===== src/rtl/ex_mem_reg.sv =====
// EX/MEM pipeline register: stall/flush, misaligned/out-of-range access suppression and a saturating fault counter.
// Define EXMEM_STORE_FWD_EN to forward WB write data into the store-data output.
module ex_mem_reg #(
    parameter int DEPTH  = 32,
    parameter int FCNT_W = 8
) (
    input  logic              clock,
    input  logic              reset_n,
    input  logic              stall,
    input  logic              flush,
    input  logic              valid_ex,
    input  logic [31:0]       ALUresult_ex,
    input  logic [31:0]       ReadData2_ex,
    input  logic [4:0]        Rt_ex,
    input  logic [4:0]        WriteReg_ex,
    input  logic              MemWrite_ex,
    input  logic              MemRead_ex,
    input  logic              RegWrite_ex,
    input  logic              MemtoReg_ex,
    input  logic              RegWrite_wb,
    input  logic [4:0]        WriteReg_wb,
    input  logic [31:0]       WriteData_wb,
    output logic              valid_mem,
    output logic [31:0]       ALUresult_mem,
    output logic [31:0]       ReadData2_mem,
    output logic [4:0]        WriteReg_mem,
    output logic              MemWrite_mem,
    output logic              MemRead_mem,
    output logic              RegWrite_mem,
    output logic              MemtoReg_mem,
    output logic              addr_fault_mem,
    output logic [FCNT_W-1:0] fault_count
);

    // 33-bit limit so a DEPTH filling the whole 32-bit space cannot wrap.
    localparam logic [32:0] ADDR_LIMIT = 33'(DEPTH) << 2;

    logic              valid_q, valid_d;
    logic [31:0]       alu_q, alu_d;
    logic [31:0]       rd2_q, rd2_d;
    logic [4:0]        wr_q, wr_d;
    logic              mw_q, mw_d;
    logic              mr_q, mr_d;
    logic              rw_q, rw_d;
    logic              mtr_q, mtr_d;
    logic              fault_q, fault_d;
    logic [FCNT_W-1:0] fcnt_q, fcnt_d;
`ifdef EXMEM_STORE_FWD_EN
    logic [4:0]        rt_q, rt_d;
`endif

    logic mem_access;
    logic addr_fault;

    assign mem_access = valid_ex && (MemRead_ex || MemWrite_ex);
    assign addr_fault = mem_access &&
                        ((ALUresult_ex[1:0] != 2'b00) || ({1'b0, ALUresult_ex} >= ADDR_LIMIT));

    always_comb begin
        // NOTE: every _d defaults to its _q first, so no path through this block infers a latch.
        valid_d = valid_q;
        alu_d   = alu_q;
        rd2_d   = rd2_q;
        wr_d    = wr_q;
        mw_d    = mw_q;
        mr_d    = mr_q;
        rw_d    = rw_q;
        mtr_d   = mtr_q;
        fault_d = fault_q;
        fcnt_d  = fcnt_q;
`ifdef EXMEM_STORE_FWD_EN
        rt_d    = rt_q;
`endif
        if (flush) begin
            valid_d = 1'b0;
            alu_d   = '0;
            rd2_d   = '0;
            wr_d    = '0;
            mw_d    = 1'b0;
            mr_d    = 1'b0;
            rw_d    = 1'b0;
            mtr_d   = 1'b0;
            fault_d = 1'b0;
`ifdef EXMEM_STORE_FWD_EN
            rt_d    = '0;
`endif
        end else if (!stall) begin
            valid_d = valid_ex;
            alu_d   = ALUresult_ex;
            rd2_d   = ReadData2_ex;
            wr_d    = WriteReg_ex;
            mw_d    = valid_ex && MemWrite_ex && !addr_fault;
            mr_d    = valid_ex && MemRead_ex  && !addr_fault;
            rw_d    = valid_ex && RegWrite_ex && !addr_fault;
            mtr_d   = valid_ex && MemtoReg_ex;
            fault_d = addr_fault;
`ifdef EXMEM_STORE_FWD_EN
            rt_d    = Rt_ex;
`endif
            if (addr_fault && (fcnt_q != '1)) begin
                fcnt_d = fcnt_q + 1'b1;
            end
        end
    end

    always_ff @(posedge clock) begin
        // NOTE: non-blocking assignments so every register samples the pre-edge values.
        if (!reset_n) begin
            valid_q <= 1'b0;
            alu_q   <= '0;
            rd2_q   <= '0;
            wr_q    <= '0;
            mw_q    <= 1'b0;
            mr_q    <= 1'b0;
            rw_q    <= 1'b0;
            mtr_q   <= 1'b0;
            fault_q <= 1'b0;
            fcnt_q  <= '0;
`ifdef EXMEM_STORE_FWD_EN
            rt_q    <= '0;
`endif
        end else begin
            valid_q <= valid_d;
            alu_q   <= alu_d;
            rd2_q   <= rd2_d;
            wr_q    <= wr_d;
            mw_q    <= mw_d;
            mr_q    <= mr_d;
            rw_q    <= rw_d;
            mtr_q   <= mtr_d;
            fault_q <= fault_d;
            fcnt_q  <= fcnt_d;
`ifdef EXMEM_STORE_FWD_EN
            rt_q    <= rt_d;
`endif
        end
    end

`ifdef EXMEM_STORE_FWD_EN
    // WB inputs are held for the full cycle, so the forwarded value is stable for the falling-edge write.
    logic fwd_hit;
    assign fwd_hit       = mw_q && RegWrite_wb && (WriteReg_wb != 5'd0) && (WriteReg_wb == rt_q);
    assign ReadData2_mem = fwd_hit ? WriteData_wb : rd2_q;
`else
    logic unused_fwd;
    assign unused_fwd    = ^{Rt_ex, RegWrite_wb, WriteReg_wb, WriteData_wb};
    assign ReadData2_mem = rd2_q;
`endif

    assign valid_mem      = valid_q;
    assign ALUresult_mem  = alu_q;
    assign WriteReg_mem   = wr_q;
    assign MemWrite_mem   = mw_q;
    assign MemRead_mem    = mr_q;
    assign RegWrite_mem   = rw_q;
    assign MemtoReg_mem   = mtr_q;
    assign addr_fault_mem = fault_q;
    assign fault_count    = fcnt_q;

endmodule

===== config.mk =====
export PLATFORM = sky130hd
export DESIGN_NAME = ex_mem_reg
export DESIGN_NICKNAME = d
export VERILOG_FILES = /design/src/rtl/ex_mem_reg.sv
export SDC_FILE = /design/constraint.sdc
export NUM_CORES = 1
export LEC_CHECK = 0
export ABC_AREA = 1
export CAP_MARGIN = 15
export CORE_ASPECT_RATIO = 1.5
export CORE_UTILIZATION = 37
export CTS_CLUSTER_DIAMETER = 40
export DETAILED_ROUTE_END_ITERATION = 6
export PLACE_DENSITY = 0.81
export SETUP_SLACK_MARGIN = 0.4
export SLEW_MARGIN = 10
export SYNTH_ARGS = -nofsm -noshare
export SYNTH_HDL_FRONTEND = slang
export SYNTH_SLANG_ARGS = --single-unit

===== constraint.sdc =====
create_clock -name clock -period 1.8 [get_ports clock]
set_input_delay 0.27 -clock clock [delete_from_list [all_inputs] [get_ports clock]]
set_output_delay 0.27 -clock clock [all_outputs]
set_load 0.02 [all_outputs]

### Word level (Yosys, flattened, before mapping)

Index checks and enable logic that the tools add are counted.

| word-level totals | value |
|---|---|
| output and inout bits | 83 |
| logic and storage cells | 32 |
| bits of input ports | 121 |
| bits in registers | 83 |

| cells by class | value |
|---|---|
| bitwise logic cells | 3 |
| $add $sub $neg | 1 |
| magnitude comparators | 1 |
| equality and inequality tests | 1 |
| reduce and logical (&&, ||, !) cells | 16 |

Operators with widths:

| kind | count |
|---|---|
| $ge A32 B8 Y1 const B | 1 |
| $logic_and A1 B1 Y1 | 10 |
| $add A8 B1 Y8 const B | 1 |
| $ne A8 B8 Y1 const B | 1 |
| $not A1 Y1 | 3 |
| $reduce_and A3 Y1 | 1 |
| $logic_or A1 B1 Y1 | 2 |
| $reduce_bool A2 Y1 | 1 |
| $reduce_or A2 Y1 | 1 |
| $logic_not A1 Y1 | 1 |

### Depth between registers and ports, before layout

| depth | value |
|---|---|
| depth after elaboration | 5 |
| gate-level depth with buffers | 9 |
| depth with buffers taken out | 9 |

### Worst setup path before layout

Ideal clock, no wire load.

| timing path | value |
|---|---|
| path kind | flip-flop to flip-flop |
| start | register fcnt_q[0], in the netlist fault_count[0] |
| end | register fcnt_q[6], in the netlist fault_count[6] |
| cell stages (with the launch flop) | 8 |
| path buffers | 0 |
| setup time | 0.070 ns |
| arrival time | 1.446 ns |
| data required time | 1.730 ns |
| clock period less this slack | 1.516 ns |
| slack | 0.284 ns |
| path through | dfxtp_1 > ha_1 > nand3_1 > nor2_4 > nand3_4 > nand4_4 > nand2_1 > a21oi_1 |

| between the ends | value |
|---|---|
| word-level cells in the longest chain between the ends | 3 |
| elaborated cells between the ends (all ways) | 4 |
| classes of those cells | add/sub: 1; eq/ne: 1; reduce/logical: 2 |

Ends and longest elaborated chain:

| item | RTL line | RTL |
|---|---|---|
| from (decl) | 47 | `logic [FCNT_W-1:0] fcnt_q, fcnt_d;` |
| from (signal assigned) | 132 | `fcnt_q <= fcnt_d;` |
| parallel branches: the longest is 3 deep, another holds $add A8 B1 Y8 | n/a |  |

Several ways; the timed one is not identified.
A chain may end at the register's enable or synchronous reset.

### Worst setup path in the final report

| timing path | value |
|---|---|
| start | register fcnt_q[7], in the netlist fault_count[7] |
| end | output port fault_count[7] |

RTL lines:

| item | RTL line | RTL |
|---|---|---|
| to (decl) | 32 | `output logic [FCNT_W-1:0] fault_count` |

No word-level cell between the ends.

==> run metrics <==
Rows=between 40 and 50; worst slew pin tran=between 0.3 and 0.4 ns; Worst Reg-to-Reg Cells=7; TNS Setup=0 ns; gr usage total=around 20%; Root Driver=clkbuf_16; fin cells=about 700; Hold Crit Depth=3; largest net degree at the start of global routing=between 70 and 80; Slew Limit Fails=0; H-tree levels=3; Vias=3341; min Tclk post-route=between 1 and 1.5 ns; clock latency on the worst-skew pair=around 0.33 ns; ranking of synthesized cells by area=dfxtp_1 (51%), nand2_1 (16%), a21oi_1 (9.6%), nor2_1 (5.1%), a211oi_1 (4.9%); fin crit share=a little under 80%; Initial Util=between 30% and 40%; Die X=~80 um; vias in the first global route=2959; Seq/Total Area, Yosys=slightly above 50%; sequential cell area=0.00167 sq mm; WHS Endpoint=ALUresult_mem[15]; share of cells above drive strength 1=under 10%; Slew Limit Headroom=about four fifths; Unique masters post-synth=20; Async SR Flop Fraction=0%; initial antenna violation count=0; Routed WL=9.64 mm; DRC Markers=0; Seq cells post-synth=83; hold path start=ALUresult_ex[15]; predominant post-synthesis flop cell=dfxtp_1; clock sinks=83; WL/cell=about 14 um; LEAKAGE=roughly 0.0025 uW; Startpoint Class=flip-flop; Fin. Hold Viols=0; clk_skew=~0.0084 ns; WP data arrival=between 1 and 1.5 ns; TritonCTS clock tree=done; Pwr per Cell Area=approximately 800 mW/mm^2; CP max FO=4; Yosys top cell by area=dfxtp_1; Synth Area in XOR/XNOR=1.62%; reg2reg setup slack=around 0.41 ns; Num CTS Buffers=9; reg-to-reg endpoint=fault_count[0]; Antenna Cells=0; maximum buffer depth of the clock tree=2; chip height=roughly 120 um; Bufs and invs on worst path=1; synth warn=0; Post-Synth Simple-Gate Area=25.7%; final count of negative-setup-slack endpoints=0; Initial DRC Count=between 100 and 150; Post-Syn Area=roughly 0.0032 sq mm; fillers=749; worst-case vdd ir drop=roughly 0.52 mV; Slowest Stage Delay on Critical Path=roughly 0.44 ns; cell family with most CP delay=flip-flops; num ports=around 200; placer's final routability congestion estimate=between 0.8 and 0.9; Mapped Cells=approximately 430; outcome=complete, no violations; Clock transition at path regs=around 0.06 ns; Area Overhead vs Synth=62.5%; FMAX=715 MHz; required time worst endpoint=1.53 ns; Synth Area in Compound Gates=14.4%; Detailed Routing Iterations Pass 1=4; Post-synth top cells=nand2_1 (134), dfxtp_1 (83), a21oi_1 (62), nor2_1 (44), inv_1 (29); syn_nets=550; Multi-input gate area=0.00145 sq mm; top-count cell post-synth=nand2_1; Crit Path Category=flip-flop to output port; final hold slack=around 0.22 ns; Hold WC Path Type=primary input to flip-flop; post-synthesis mux area share=0%; PortBufs=160; max-cap violations=0; CP max-delay cell=dfxtp_1; post-synthesis adder-cell area fraction=less than 1%; Avg Cell Area, Syn=approximately 7.6 sq um; Core Box Area=roughly 0.0085 sq mm; crit end category=output port; number of synthesized flops with an enable pin=0; Post-DRT Antenna Nets=0; net count reported at finish=slightly above 700; gr ovfl total=0; crit path cell chain=clkdlybuf4s15_1; worst flop-to-flop path startpoint=fault_count[1]; routed vias/inst=4.79; dpl cells=678; RSZ-0062 raised after global routing=true; HPWL Detailed=roughly 6.8 mm; main combinational cell family by area after synthesis=simple AND/OR/NAND/NOR gates; first-pass GRT wire length=around 14 mm; post-synth top area share=51.2%; die area=0.00915 sq mm
## layer usage
layer	share of wire, %	track usage [%]
met4	2.8	9.01
met5	0	0
met2	51	35.6
met3	5.9	5.94
met1	40	21.9
## repair_timing
action,4_1_cts,5_1_grt
gates cloned,0,1
endpoints found under the setup margin,93,19
pin swaps,1,18
buffers inserted,0,4
hold buffers,0,0
gates resized for setup,90,37
## per-stage QoR
stage               cell area [sq um]  total power (uW)  util [%]  worst slack (ns)
finish                           5270              4150      62.3             0.402
global route                     5270              4330      62.3             0.321
CTS                              5140              4190      60.7             0.337
detailed placement               4960              2560      58.6           -0.0205
global placement                 4960              2550      58.6            0.0264
floorplan                        3250              2220         -             0.405
## cells by family (layout without fill, tap and decap cells)
family,after synthesis,after routing
buf+inv,55,217
fa+ha+maj,1,1
simple gates,200,201
xor+xnor,6,6
flops,83,83
compound gates,83,83
## cell type report
class                           count  share of cell area, %
Sequential cell                    83                   31.7
Tap cell                          107                   2.54
Clock buffer                       11                   4.61
Clock inverter                      4                  0.499
Timing Repair Buffer              171                   30.9
Multi-Input combinational cell    291                   27.6
Inverter                           31                   2.21
## layout by cell type (no fill, tap or decap), types with 3 or more instances in the layout
cell type,instances
dfxtp_1,80
nor2_1,37
clkbuf_16,9
a211oi_1,18
xor2_1,3
inv_1,26
xnor2_1,3
clkdlybuf4s50_1,64
nor2_2,5
nor2_4,6
dlygate4sd2_1,78
inv_2,5
a211oi_2,3
buf_4,9
nand4_1,9
nand3_1,6
nand2_1,133
a21oi_1,60
dlymetal6s2s_1,12
## registers in the layout, indices dropped and copies added, names as in the netlist
register	cells
ReadData2_mem	32
MemWrite_mem	1
MemRead_mem	1
ALUresult_mem	32
RegWrite_mem	1
fault_count	8
WriteReg_mem	5
valid_mem	1
addr_fault_mem	1
MemtoReg_mem	1
## worst max path at each step
stage,to,cells after the start,startpoint,slack (ns)
floorplan,fault_count[6],7,fault_count[1],0.41
global placement,fault_count[5],9,ALUresult_ex[0],0.03
detailed placement,fault_count[0],9,ALUresult_ex[31],-0.02
CTS,fault_count[6],1,fault_count[6],0.34
global route,fault_count[0],7,fault_count[1],0.32
finish,fault_count[7],1,fault_count[7],0.40
## report_power, final
| part | switching [uW] | internal (uW) |
|---|---|---|
| logic | 300 | 272 |
| clock network | 699 | 962 |
| registers | 27.8 | 1890 |
Note: power is estimated with default switching activity, not from simulation.
